[config.mk]
export PLATFORM = sky130hd
export DESIGN_NAME = pa_divider_seq
export DESIGN_NICKNAME = d
export VERILOG_FILES = /design/src/rtl/pa_divider_seq.sv
export SDC_FILE = /design/constraint.sdc
export NUM_CORES = 1
export LEC_CHECK = 0
export BUFFER_PORTS_ARGS = -buffer_cell sky130_fd_sc_hd__buf_4
export CAP_MARGIN = 20
export CORE_ASPECT_RATIO = 0.75
export CORE_UTILIZATION = 50
export CTS_BUF_LIST = sky130_fd_sc_hd__clkbuf_4 sky130_fd_sc_hd__clkbuf_8 sky130_fd_sc_hd__clkbuf_16
export CTS_CLUSTER_SIZE = 30
export DETAILED_ROUTE_END_ITERATION = 8
export PLACE_DENSITY = 0.67
export SYNTH_ARGS = -nofsm -noshare
export SYNTH_HDL_FRONTEND = slang
export SYNTH_SLANG_ARGS = --single-unit
[constraint.sdc]
create_clock -name i_clk -period 5.64 [get_ports i_clk]
set_input_delay 0 -clock i_clk [delete_from_list [all_inputs] [get_ports i_clk]]
set_output_delay 0 -clock i_clk [all_outputs]
set_load 0.01 [all_outputs]
[src/rtl/pa_divider_seq.sv]
// Multi-cycle restoring divider, one quotient bit per cycle, unsigned or signed
// (truncating toward zero) per operation, with divide-by-zero and MIN/-1 overflow flags.
module pa_divider_seq #(
  parameter int WIDTH = 32
) (
  input  logic             i_clk,
  input  logic             i_rst_n,
  input  logic             i_flush,
  input  logic             i_valid,
  output logic             o_ready,
  input  logic             i_signed,
  input  logic [WIDTH-1:0] i_dividend,
  input  logic [WIDTH-1:0] i_divisor,
  output logic             o_valid,
  input  logic             i_ready,
  output logic [WIDTH-1:0] o_quotient,
  output logic [WIDTH-1:0] o_remainder,
  output logic             o_dbz,
  output logic             o_ovf
);

  localparam int CW = $clog2(WIDTH);

  typedef enum logic [1:0] {IDLE, CALC, FIXUP, DONE} state_t;

  state_t           state;
  logic             q_neg;
  logic             r_neg;
  logic [WIDTH-1:0] dvd_mag;
  logic [WIDTH-1:0] dvs_mag;
  logic [WIDTH:0]   rem;
  logic [CW-1:0]    cnt;

  logic             in_dvd_neg;
  logic             in_dvs_neg;
  logic [WIDTH-1:0] in_dvd_mag;
  logic [WIDTH-1:0] in_dvs_mag;
  logic [WIDTH-1:0] min_val;
  logic             div_zero;
  logic             sgn_ovf;
  logic [WIDTH:0]   shifted;
  logic [WIDTH+1:0] trial;

  assign min_val    = {1'b1, {(WIDTH-1){1'b0}}};
  assign in_dvd_neg = i_signed & i_dividend[WIDTH-1];
  assign in_dvs_neg = i_signed & i_divisor[WIDTH-1];
  assign in_dvd_mag = in_dvd_neg ? -i_dividend : i_dividend;
  assign in_dvs_mag = in_dvs_neg ? -i_divisor : i_divisor;
  assign div_zero   = (i_divisor == '0);
  assign sgn_ovf    = i_signed && (i_dividend == min_val) && (i_divisor == '1);

  // dvd_mag doubles as the quotient: dividend bits leave at the MSB while quotient bits enter at the LSB
  assign shifted = {rem[WIDTH-1:0], dvd_mag[WIDTH-1]};
  assign trial   = {rem, dvd_mag[WIDTH-1]} - {2'b00, dvs_mag};

  assign o_ready = (state == IDLE);

  always_ff @(posedge i_clk or negedge i_rst_n) begin
    if (!i_rst_n) begin
      state       <= IDLE;
      q_neg       <= 1'b0;
      r_neg       <= 1'b0;
      dvd_mag     <= '0;
      dvs_mag     <= '0;
      rem         <= '0;
      cnt         <= '0;
      o_valid     <= 1'b0;
      o_quotient  <= '0;
      o_remainder <= '0;
      o_dbz       <= 1'b0;
      o_ovf       <= 1'b0;
    end else if (i_flush) begin
      state   <= IDLE;
      o_valid <= 1'b0;
      o_dbz   <= 1'b0;
      o_ovf   <= 1'b0;
    end else begin
      case (state)
        IDLE: begin
          if (i_valid) begin
            q_neg   <= in_dvd_neg ^ in_dvs_neg;
            r_neg   <= in_dvd_neg;
            dvd_mag <= in_dvd_mag;
            dvs_mag <= in_dvs_mag;
            rem     <= '0;
            cnt     <= CW'(WIDTH - 1);
            // Special results are loaded now and published one cycle later from DONE
            if (div_zero) begin
              o_quotient  <= '1;
              o_remainder <= i_dividend;
              o_dbz       <= 1'b1;
              o_ovf       <= 1'b0;
              state       <= DONE;
            end else if (sgn_ovf) begin
              o_quotient  <= min_val;
              o_remainder <= '0;
              o_dbz       <= 1'b0;
              o_ovf       <= 1'b1;
              state       <= DONE;
            end else begin
              state <= CALC;
            end
          end
        end
        CALC: begin
          rem     <= trial[WIDTH+1] ? shifted : trial[WIDTH:0];
          dvd_mag <= {dvd_mag[WIDTH-2:0], ~trial[WIDTH+1]};
          cnt     <= cnt - 1'b1;
          if (cnt == '0) state <= FIXUP;
        end
        FIXUP: begin
          o_quotient  <= q_neg ? -dvd_mag : dvd_mag;
          o_remainder <= r_neg ? -rem[WIDTH-1:0] : rem[WIDTH-1:0];
          o_dbz       <= 1'b0;
          o_ovf       <= 1'b0;
          o_valid     <= 1'b1;
          state       <= DONE;
        end
        DONE: begin
          if (!o_valid) begin
            o_valid <= 1'b1;
          end else if (i_ready) begin
            o_valid <= 1'b0;
            state   <= IDLE;
          end
        end
        default: state <= IDLE;
      endcase
    end
  end

endmodule

== Yosys cells after proc, flatten, opt, wreduce, memory -nomap -nowiden ==
Cells that the tools add are included.

* Bits in registers: 173
* Bits of input ports: 70
* Output and inout bits: 68
* Logic and storage cells: 90

* Reductions and logical operators: 14
* Equality and inequality tests: 12
* Bitwise operators: 5
* Multiplexer cells: 41
* Add/subtract/negate cells: 6

{| class="wikitable"
|+ Operator list
! kind !! count
|-
| $mux W32 || 11
|-
| $pmux W32 S2 || 3
|-
| $neg A32 Y32 || 4
|-
| $mux W33 || 2
|-
| $pmux W33 S2 || 1
|-
| $eq A32 B32 Y1 const B || 2
|-
| $sub A34 B32 Y34 || 1
|-
| $logic_not A32 Y1 || 1
|-
| $mux W2 || 7
|-
| $ne A3 B3 Y1 const B || 4
|-
| $mux W1 || 11
|-
| $pmux W5 S2 || 1
|-
| $reduce_and A3 Y1 || 3
|-
| $pmux W2 S4 || 1
|-
| $reduce_and A4 Y1 || 2
|-
| $pmux W1 S2 || 3
|-
| $reduce_bool A3 Y1 || 2
|-
| $logic_not A5 Y1 || 1
|-
| $mux W5 || 1
|-
| $sub A5 B1 Y5 const B || 1
|-
| $eq A2 B2 Y1 const B || 2
|-
| $ne A4 B2 Y1 const B || 1
|-
| $reduce_bool A2 Y1 || 2
|-
| $ne A3 B1 Y1 const B || 1
|-
| other kinds (7) || 10
|}

== Depth between registers and ports, before layout ==
Gate-level depths: netlist of run 1.

* Depth after elaboration: 8
* Gate-level depth with buffers: 14
* Mapped depth without buffers: 13

== Worst setup path before layout of run 1 ==
OpenSTA, ideal clock, no wires.

* Kind: register -> register
* Start point: register rem[3]
* End point: register rem[1]
* Library setup time: 137 ps
* Arrival time: 2964 ps
* Stages on the path, launching flop included: 13
* Period minus slack after synthesis: 3101 ps
* Data required time: 5503 ps
* Setup slack: 2539 ps
* Path buffers: 2
* Cells stage by stage: dfrtp_1 -> ha_1 -> a21o_1 -> a211o_1 -> o211a_1 -> o211ai_1 -> a2111oi_2 -> o211a_1 -> a211oi_1 -> buf_2 -> buf_2 -> mux2i_1 -> o22ai_1

* Word-level cells in the longest chain between the ends: 3

{| class="wikitable"
|+ Ends and longest elaborated chain
! item !! line !! RTL
|-
| start, declared || 31 || <nowiki>logic [WIDTH:0] rem;</nowiki>
|-
| start signal, assigned || 106 || <nowiki>rem <= trial[WIDTH+1] ? shifted : trial[WIDTH:0];</nowiki>
|-
| $sub A34 B32 Y34 || 54 || <nowiki>assign trial = {rem, dvd_mag[WIDTH-1]} - {2'b00, dvs_mag};</nowiki>
|-
| $mux W33 || 106 ||
|-
| $pmux W33 S2 || 78 || <nowiki>case (state)</nowiki>
|}

No other way between the ends.
A chain may end at the register's enable or synchronous reset.

== Worst setup path in the final report of run 1 ==
* Start point: input port i_dividend[10]
* End point: register o_quotient[1]

* Word-level cells in the longest chain between the ends: 5

{| class="wikitable"
|+ Ends and longest elaborated chain
! item !! line !! RTL
|-
| start, declared || 12 || <nowiki>input logic [WIDTH-1:0] i_dividend,</nowiki>
|-
| $eq A32 B32 Y1 || 50 || <nowiki>assign sgn_ovf = i_signed && (i_dividend == min_val) && (i_divisor == '1);</nowiki>
|-
| $logic_and A1 B1 Y1 (2 in series) || 50 ||
|-
| $ne A3 B1 Y1 (no line) || n/a ||
|-
| $reduce_and A4 Y1 (no line) || n/a ||
|-
| end signal, assigned || 95 || <nowiki>o_quotient <= min_val;</nowiki>
|-
| end signal, assigned || 112 || <nowiki>o_quotient <= q_neg ? -dvd_mag : dvd_mag;</nowiki>
|-
| end, declared || 16 || <nowiki>output logic [WIDTH-1:0] o_quotient,</nowiki>
|}

No other way between the ends.

==> reports/summary.md, run 1 <==
• Die Outline Area: 24780 sq um
• CTS clk-pin slew, worst paths: 0.07 ns
• total CTS buffers: 17
• TritonCTS clock tree: yes
• number of global-route vias before repair: 10453
• result of the run: finished clean
• Nets: 1719
• global-route wire length before repair: 54990 um
• Tightest Hold Check Type: in2reg
• number of standard-cell rows in the floorplan: 48
• library cell occupying the most area in the post-synthesis netlist: sky130_fd_sc_hd__dfrtp_1
• worst reg-to-reg setup slack: 1.90 ns
• source of the worst hold timing path: i_dividend[20]
• transition time at the pin with the least slew margin: 1.097 ns
• synth-to-layout area growth: 20.71%
• Hold Path End: o_remainder[20]
• number of setup buffers added after CTS: 0
• Max FO, Critical Path: 74
• crit path capture type: flop
• Die Ht: 136.6 um
• setup repair after global routing missed its margin: no
• final global-route overflow total: 0
• worst voltage drop across the vdd grid: 0.2292 mV
• Layout Cell Area excl Fill: 14580 sq um
• Synth Net Count: 1565
• capture instance of the worst register-to-register path: rem[1]
• fraction of synthesized cell area taken by the top area cell type: 35.85%
• total inserted antenna cells: 0
• Final Hold Vio Count: 0
• synth unique cells: 66
• width of the die: 181.4 um
• clock sinks: 173
• FILL cells: 2074
• number of standard cells after synthesis: 1451
• cell depth of the worst hold path: 5
• Pwr per Cell Area: 437.8 nW/um^2
• 1st-pass router iterations: 5
• Startpoint Class: input port
• part of the Yosys area used for sequential elements: 35.85%
• routed wirelength normalized by instance count: 17.64 um
• detailed-route vias per instance: 5.834
• Syn Area/Cell: 8.322 sq um
• clock latency reported for the late side of the worst-skew pair: 0.44 ns
• final clock period utilization by the worst path: 67.80%
• Most used DFF post-synth: sky130_fd_sc_hd__dfrtp_1
• number of antenna violations at the first check in global routing: 0
• Max-Slew Margin vs Limit: 26.87%
• cell types with the largest area share after synthesis: sky130_fd_sc_hd__dfrtp_1 (36%), sky130_fd_sc_hd__o21ai_0 (6.7%), sky130_fd_sc_hd__nand2_1 (6.6%), sky130_fd_sc_hd__xnor2_1 (5.8%), sky130_fd_sc_hd__xor2_1 (4.7%)
• Critical R2R Launch: rem[2]
• largest net degree at the start of global routing: 78
• final-report setup violation count: 0
• fraction of final layout cells with drive strength greater than 1: 13.29%
• Initial Util: 51.69%
• path type of the worst setup path: in2reg
• area after detailed placement: 13250 sq um
• aggregate global-route resource usage: 27.98%
• count of unresolved DRC violations after routing: 0
• maximum level of the CTS H-tree: 4
• most repeated cell in the gate-level netlist after synthesis: sky130_fd_sc_hd__nand2_1
• number of max-slew violations in the final report: 0
• setup TNS after final layout: 0 ns
• CTS Root Buffer Type: sky130_fd_sc_hd__clkbuf_16
• Post-Route WL: 33830 um
• worst setup slack after layout: 1.816 ns
• Worst R2R Path Depth: 11
• Leakage Power: 6.612 nW
• most used standard cells in the synthesized netlist: sky130_fd_sc_hd__nand2_1 (213), sky130_fd_sc_hd__dfrtp_1 (173), sky130_fd_sc_hd__o21ai_0 (161), sky130_fd_sc_hd__a21oi_1 (106), sky130_fd_sc_hd__nor2_1 (94)
• share of async-settable or async-resettable flops after synthesis: 100.0%
• critical path arrival: 4.20 ns
• clock skew after layout: 0.008985 ns
• placement-stage worst setup slack: 2.000 ns
• remaining antenna violation count after routing: 0
• DRC marker count from the first detailed-route iteration: 940
• Crit path required time: 6.02 ns
• routability congestion estimate from global placement: 0.8937
• core area: 23360 sq um
• combined area of all synthesized cells: 12080 sq um
• EDFF count, synth: 0
• number of max-cap violations: 0
• detailed-route via count: 11190
• total of flip-flops plus latches after synthesis: 173
• warning count from the yosys run: 0
• I/O pin cnt: 138
• fmax: 0.2615 GHz
• Longest Clk Path Bufs: 2
• dpl hpwl: 24080 um
• post-layout minimum cycle time: 3.824 ns
• quantity of I/O buffers inserted on ports: 137
==> cell type report <==
class,count,area [sq um],share of cell area (%)
Multi-Input combinational cell,1144,7217,49.51
Sequential cell,173,4329,29.70
Timing Repair Buffer,215,1788,12.27
Clock buffer,19,452.9,3.107
Tap cell,300,375.4,2.575
Clock inverter,13,211.5,1.451
Inverter,54,202.7,1.391
==> layout by cell type (no fill, tap or decap), types with 14 or more instances in the layout <==
cell type	netlist	layout
sky130_fd_sc_hd__nand2_1	213	213
sky130_fd_sc_hd__dfrtp_1	173	173
sky130_fd_sc_hd__o21ai_0	161	161
sky130_fd_sc_hd__buf_4	2	148
sky130_fd_sc_hd__a21oi_1	106	106
sky130_fd_sc_hd__nor2_1	94	93
sky130_fd_sc_hd__xnor2_1	80	80
sky130_fd_sc_hd__xor2_1	65	65
sky130_fd_sc_hd__dlygate4sd3_1	0	64
sky130_fd_sc_hd__inv_1	54	54
sky130_fd_sc_hd__ha_1	43	41
sky130_fd_sc_hd__o31ai_1	37	37
sky130_fd_sc_hd__a21o_1	38	37
sky130_fd_sc_hd__mux2i_1	35	35
sky130_fd_sc_hd__o21ai_1	22	22
sky130_fd_sc_hd__a22oi_1	21	21
sky130_fd_sc_hd__nor3_1	18	18
sky130_fd_sc_hd__or3_1	18	18
sky130_fd_sc_hd__clkbuf_16	0	17
sky130_fd_sc_hd__nand3_1	16	16
sky130_fd_sc_hd__nand4_1	15	15
sky130_fd_sc_hd__nand2b_1	14	14
sky130_fd_sc_hd__a211oi_1	15	14
==> power by group <==
| group | leakage, nW | total [mW] | internal, mW | switching, mW |
|---|---|---|---|---|
| sequential | 2.29 | 2.03 | 1.62 | 0.411 |
| clock | 0.312 | 1.34 | 0.813 | 0.528 |
| combinational | 4.01 | 3.01 | 1.24 | 1.77 |
==> critical path: stages <==
cell,delay [ns]
sky130_fd_sc_hd__dlygate4sd3_1,0.54
sky130_fd_sc_hd__buf_4,0.15
sky130_fd_sc_hd__nor4_1,0.41
sky130_fd_sc_hd__nand4b_1,0.31
sky130_fd_sc_hd__or4_4,0.60
sky130_fd_sc_hd__or4_4,0.54
sky130_fd_sc_hd__nand4b_4,0.19
sky130_fd_sc_hd__nand3b_2,0.19
sky130_fd_sc_hd__nand2_4,0.32
sky130_fd_sc_hd__buf_4,0.49
sky130_fd_sc_hd__a211oi_1,0.30
sky130_fd_sc_hd__a21o_1,0.12
==> flip-flops by register name (all words and copies together) (netlist names) <==
signal       cells
rem             33
dvd_mag         32
dvs_mag         32
o_quotient      32
o_remainder     32
cnt              5
state            2
o_dbz            1
o_ovf            1
o_valid          1
q_neg            1
r_neg            1
==> cell families (layout without fill, tap and decap cells) <==
family                   count (synthesis)  in the layout  synth area share [%]
flip-flops                             173            173                 35.85
AND/OR/NAND/NOR                        447            447                 17.08
AO/OA/AOI/OAI                          472            472                 24.27
adder cells (fa/ha/maj)                 44             44                 4.621
XOR/XNOR                               145            145                 10.52
buffers and inverters                  134            301                 4.673
multiplexers                            36             36                 2.995
==> per-stage QoR <==
step	hold WS (ns)	util (%)	total power, mW	instances
2_1_floorplan	-0.2956	-	4.084	1451
3_3_place_gp	0.08617	56.70	4.912	1820
3_5_place_dp	0.08704	56.72	4.959	1821
4_1_cts	0.004116	62.31	6.372	1917
5_1_grt	0.02764	62.39	6.850	1918
6_report	0.008953	62.39	6.381	1918
==> metal layers <==
| layer | GRT usage (%) | routed length, um | up-vias |
|---|---|---|---|
| met2 | 42.61 | 14910 | 334 |
| met5 | 0 | 0 | - |
| met3 | 5.881 | 1953 | 27 |
| met4 | 6.121 | 456 | 0 |
| met1 | 40.72 | 16520 | 5369 |
| li1 | - | - | 5460 |
==> repair_timing <==
action | in CTS | in global routing
endpoints found under the hold margin | 137 | 0
hold buffers | 64 | 0
gates resized for setup | 0 | 0
==> how the worst max path moves through the flow <==
stage / from / cells past startpoint / to / slack, ns
floorplan: rem[3] / 12 / rem[1] / 2.54
global placement: dvd_mag[10] / 8 / o_quotient[31] / 1.62
detailed placement: rem[11] / 11 / rem[3] / 2.00
CTS: i_dividend[9] / 12 / o_quotient[14] / 1.90
global route: i_dividend[9] / 12 / o_quotient[2] / 1.57
finish: i_dividend[10] / 12 / o_quotient[1] / 1.82
Power figures use the tool's default switching activity.
==> run 2: changes to the inputs <==
- PLACE_DENSITY: 0.67 -> 0.7
- clock period: 5.64 -> 3.5 ns (I/O delays scaled with it)
==> run 2 against run 1 <==
Effect of this change:
- sequential power grew 60%
- clock-buffer cell count shrank 1
- register-to-register slack lost 1.7 ns
- clock skew grew 0.0016 ns
- final cell count grew 1.9%
- sequential cell count is the same
- critical endpoint is now o_quotient[9]
- largest cell class unchanged
- largest power group unchanged
==> reports/summary.md, run 2 (synthesis gave the netlist of run 1 again) <==
• final clock period utilization by the worst path: 93.89%
• setup TNS after final layout: 0 ns
• number of global-route vias before repair: 10863
• clock latency reported for the late side of the worst-skew pair: 0.44 ns
• Max-Slew Margin vs Limit: 31.06%
• path type of the worst setup path: in2reg
• final standard cell count with taps included and fillers excluded: 1955
• detailed-route vias per instance: 5.906
• top library cells by usage in the layout, fill and taps aside: sky130_fd_sc_hd__nand2_1 (213), sky130_fd_sc_hd__buf_4 (182), sky130_fd_sc_hd__dfrtp_1 (173), sky130_fd_sc_hd__o21ai_0 (161), sky130_fd_sc_hd__a21oi_1 (105)
• width of the die: 181.4 um
• result of the run: finished clean
• clock sinks: 173
• post-layout minimum cycle time: 3.286 ns
• remaining antenna violation count after routing: 0
• 1st-pass router iterations: 6
• count of unresolved DRC violations after routing: 0
• fraction of final layout cells with drive strength greater than 1: 15.24%
• clock skew after layout: 0.01059 ns
• wire length the detailed router placed on met1: 16490 um
• Layout Cell Area excl Fill: 14920 sq um
• area of the multi-input gates: 7248 sq um
• area after detailed placement: 13570 sq um
• Post-Route WL: 34780 um
• CTS clk-pin slew, worst paths: 0.07 ns
• Die Ht: 136.6 um
• Tightest Hold Check Type: in2reg
• Die Outline Area: 24780 sq um
• number of antenna violations at the first check in global routing: 3
• most common library cell in the layout ignoring fill and taps: sky130_fd_sc_hd__nand2_1
• total CTS buffers: 17
• final core utilization: 63.86%
• number of standard-cell rows in the floorplan: 48
• register area: 4329 sq um
• synth-to-layout area growth: 23.55%
• Initial Util: 51.69%
• DP Cell Count: 1857
• Pwr per Cell Area: 703.2 nW/um^2
• Max FO, Critical Path: 36
• worst setup slack after layout: 0.2137 ns
• Leakage Power: 6.810 nW
• placement-stage worst setup slack: 0.1399 ns
• setup repair after global routing missed its margin: no
• maximum level of the CTS H-tree: 4
• crit path capture type: flop
• Nets: 1756
• detailed-route via count: 11546
• number of max-slew violations in the final report: 0
• dpl hpwl: 25090 um
• routability congestion estimate from global placement: 0.9033
• met3 wire length: 2126 um
• Final Hold Slack: 0.009761 ns
• Power Total: 10.49 mW
• aggregate global-route resource usage: 28.51%
• core area: 23360 sq um
• TritonCTS clock tree: yes
• Startpoint Class: input port
• routed length on met2: 15520 um
• quantity of I/O buffers inserted on ports: 137
• critical path arrival: 3.66 ns
• Final Hold Vio Count: 0
• CP max-delay cell: sky130_fd_sc_hd__or4_4
• DRC marker count from the first detailed-route iteration: 902
• global-route wire length before repair: 56330 um
• Longest Clk Path Bufs: 2
• final global-route overflow total: 0
• final-report setup violation count: 0
• routed wirelength normalized by instance count: 17.79 um
• Cell Chain, Critical Path: dlygate4sd3_1 > buf_4 > nor4_4 > nand4b_1 > or4_4 > or4_4 > nand4b_4 > nand3b_2 > nand2_4 > buf_12 > buf_4 > a211oi_2 > a21o_1
• register ranked first by flip-flop count: rem
• worst voltage drop across the vdd grid: 0.3621 mV
• FILL cells: 1964
• number of max-cap violations: 0
• largest net degree at the start of global routing: 88
• CTS Root Buffer Type: sky130_fd_sc_hd__clkbuf_16
• Largest register FFs: 33
• Crit path required time: 3.87 ns
• Largest stage delay, worst path: 0.59 ns
• fmax: 0.3043 GHz
• worst reg-to-reg setup slack: 0.22 ns
• uppermost layer routed: met5
• I/O pin cnt: 138
• transition time at the pin with the least slew margin: 1.034 ns
-- run 2: layer usage --
metal | GRT usage (%) | up-vias
li1 | - | 5525
met1 | 40.77 | 5574
met2 | 44.57 | 398
met3 | 4.923 | 47
met4 | 7.580 | 2
met5 | 0 | -
-- run 2: final timing paths --
check,from,to,cells past startpoint
min in group asynchronous,i_rst_n,rem[6],2
max reg2reg,dvd_mag[31],rem[24],14
min,i_dividend[14],o_remainder[14],5
max in group asynchronous,i_rst_n,o_remainder[29],3
max,i_dividend[4],o_quotient[9],13
min reg2reg,o_quotient[26],o_quotient[26],1
-- run 2: worst max-delay path, delay by kind of cell --
kind / cells / cell delay, ns
buffers and inverters: 4 / 1.13
AOI/OAI and AO/OA: 2 / 0.25
and+or+nand+nor: 7 / 2.24
-- run 2: area by class of cell --
type	instances	area share, %
Timing Repair Buffer	252	14.13
Sequential cell	173	29.02
Tap cell	300	2.516
Clock inverter	13	1.434
Multi-Input combinational cell	1144	48.58
Clock buffer	18	2.944
Inverter	54	1.359
Antenna cell	1	0.01677
-- run 2: repair_timing --
item	CTS	global route
setup buffers	0	1
setup endpoints to repair	0	72
endpoints found under the hold margin	147	0
gates resized for setup	0	4
hold buffers	65	0
-- run 2: report_power, final --
| group | switching, mW | total [mW] | internal [mW] |
|---|---|---|---|
| Clock | 0.856 | 2.15 | 1.29 |
| Combinational | 2.94 | 5.09 | 2.15 |
| Sequential | 0.641 | 3.25 | 2.61 |
==> run 3: changes to the inputs <==
- CORE_UTILIZATION: 50 -> 54
- PLACE_DENSITY: 0.7 -> 0.75
==> run 3 against run 2 <==
Effect of this change:
- wire length increased by 0.84%
- clock power is 2% lower
- critical path type is now reg2reg
- die area fell by 7.3%
- maximum frequency decreased by 1.8%
- combinational power grew 0.8%
- final cell count shrank 1.2%
- worst setup slack lost 0.060 ns
- global-route usage increased by 2.1 points
- utilization is 5.0 points higher
- worst hold slack worse by 0.0074 ns
==> reports/summary.md, run 3 (synthesis gave the netlist of run 1 again) <==
• source of the worst hold timing path: i_dividend[20]
• most common library cell in the layout ignoring fill and taps: sky130_fd_sc_hd__nand2_1
• Largest register FFs: 33
• Critical R2R Launch: rem[1]
• fmax: 0.2988 GHz
• dpl hpwl: 24470 um
• routability congestion estimate from global placement: 0.8748
• Max FO, Critical Path: 18
• total CTS buffers: 17
• maximum level of the CTS H-tree: 4
• final-report setup violation count: 0
• clock latency reported for the late side of the worst-skew pair: 0.44 ns
• remaining antenna violation count after routing: 0
• number of max-slew violations in the final report: 0
• area of the multi-input gates: 7247 sq um
• width of the die: 174.7 um
• capture instance of the worst register-to-register path: rem[0]
• routed wirelength normalized by instance count: 18.15 um
• Final Hold Vio Count: 0
• clock skew after layout: 0.01163 ns
• Max-Slew Margin vs Limit: 26.77%
• number of standard-cell rows in the floorplan: 46
• post-layout minimum cycle time: 3.346 ns
• Hold Path End: o_remainder[20]
• Final Hold Slack: 0.002410 ns
• setup TNS after final layout: 0 ns
• CTS clk-pin slew, worst paths: 0.07 ns
• Pwr per Cell Area: 708.5 nW/um^2
• DRC marker count from the first detailed-route iteration: 1032
• Startpoint Class: flop
• final clock period utilization by the worst path: 95.61%
• quantity of I/O buffers inserted on ports: 137
• final standard cell count with taps included and fillers excluded: 1932
• transition time at the pin with the least slew margin: 1.098 ns
• Longest Clk Path Bufs: 2
• number of global-route vias before repair: 11044
• number of antenna violations at the first check in global routing: 0
• Leakage Power: 6.760 nW
• largest net degree at the start of global routing: 88
• Crit path required time: 3.87 ns
• register ranked first by flip-flop count: rem
• total inserted antenna cells: 0
• count of unresolved DRC violations after routing: 0
• TritonCTS clock tree: yes
• cell depth of the worst hold path: 5
• Tightest Hold Check Type: in2reg
• worst reg-to-reg setup slack: 0.15 ns
• detailed-route vias per instance: 6.019
• DP Cell Count: 1835
• path type of the worst setup path: reg2reg
• Die Ht: 131.5 um
• detailed-route via count: 11629
• final global-route overflow total: 0
• number of max-cap violations: 0
• worst voltage drop across the vdd grid: 0.4200 mV
• top library cells by usage in the layout, fill and taps aside: sky130_fd_sc_hd__nand2_1 (213), sky130_fd_sc_hd__dfrtp_1 (173), sky130_fd_sc_hd__buf_4 (171), sky130_fd_sc_hd__o21ai_0 (161), sky130_fd_sc_hd__a21oi_1 (106)
• I/O pin cnt: 138
• CTS Root Buffer Type: sky130_fd_sc_hd__clkbuf_16
• register area: 4329 sq um
• Nets: 1745
• result of the run: finished clean
• Power Total: 10.51 mW
• global-route wire length before repair: 56510 um
• aggregate global-route resource usage: 30.58%
• core area: 21530 sq um
• clock sinks: 173
• FILL cells: 1735
• Worst R2R Path Depth: 12
• final core utilization: 68.89%
• crit path capture type: flop
• setup repair after global routing missed its margin: no
• fraction of final layout cells with drive strength greater than 1: 14.84%
• Post-Route WL: 35070 um
• 1st-pass router iterations: 6
• synth-to-layout area growth: 22.81%
• Die Outline Area: 22970 sq um
• critical path arrival: 3.72 ns
• Initial Util: 56.10%
-- run 3: changes by cell type in the layout (fill, tap and decap cells not counted), moves of 2 or more --
cell                            before  now
sky130_fd_sc_hd__buf_4             182  171
sky130_fd_sc_hd__clkinv_4            3    1
sky130_fd_sc_hd__dlygate4sd3_1      65   63
sky130_fd_sc_hd__inv_6               2    5
-- run 3: stage by stage --
stage	instance area [sq um]	worst slack [ns]
2_1_floorplan	12080	0.3987
3_3_place_gp	13500	0.2908
3_5_place_dp	13500	0.1289
4_1_cts	14770	0.06528
5_1_grt	14830	0.001140
6_report	14830	0.1537
-- run 3: report_power, final --
part / total [mW] / leakage [nW] / switching [mW] / internal [mW]
Clock: 2.11 / 0.304 / 0.889 / 1.22
Sequential: 3.27 / 2.29 / 0.656 / 2.61
Combinational: 5.13 / 4.17 / 2.98 / 2.15
Total: 10.5 / 6.76 / 4.52 / 5.98
-- run 3: worst max-delay path by stage --
stage	startpoint	endpoint	slack, ns
4_1_cts	rem[12]	rem[0]	0.07
6_report	rem[1]	rem[0]	0.15
3_5_place_dp	rem[12]	rem[4]	0.13
2_1_floorplan	rem[3]	rem[1]	0.40
3_3_place_gp	rem[12]	rem[1]	0.29
5_1_grt	dvd_mag[31]	rem[32]	0.001
-- run 3: layout make-up --
class,count,share of cell area [%]
Timing Repair Buffer,241,13.83
Tap cell,288,2.430
Clock inverter,14,1.392
Multi-Input combinational cell,1144,48.87
Clock buffer,18,2.919
Sequential cell,173,29.19
Inverter,54,1.367
-- run 3: critical path, stage by stage (launching register included) --
cell	delay, ns
sky130_fd_sc_hd__dfrtp_1	0.42
sky130_fd_sc_hd__ha_1	0.40
sky130_fd_sc_hd__o211ai_1	0.11
sky130_fd_sc_hd__a21oi_1	0.22
sky130_fd_sc_hd__o211a_1	0.26
sky130_fd_sc_hd__o211ai_1	0.12
sky130_fd_sc_hd__buf_4	0.19
sky130_fd_sc_hd__a2111oi_4	0.34
sky130_fd_sc_hd__nor2_1	0.13
sky130_fd_sc_hd__a211oi_4	0.40
sky130_fd_sc_hd__buf_12	0.26
sky130_fd_sc_hd__mux2i_1	0.27
sky130_fd_sc_hd__a22o_1	0.16
-- run 3: per-layer routing --
layer	share of wire (%)	global-route usage, %	vias to the layer above
met5	0	0	-
met4	2.3	9.662	0
met3	7.4	5.179	57
met2	45	46.98	472
met1	45	43.81	5598
li1	-	-	5502
-- run 3: what timing repair did --
item,CTS,global route
hold endpoints to repair,145,0
setup endpoints to repair,0,34
hold buffers,63,0
resized for setup,0,4
setup buffers,0,1
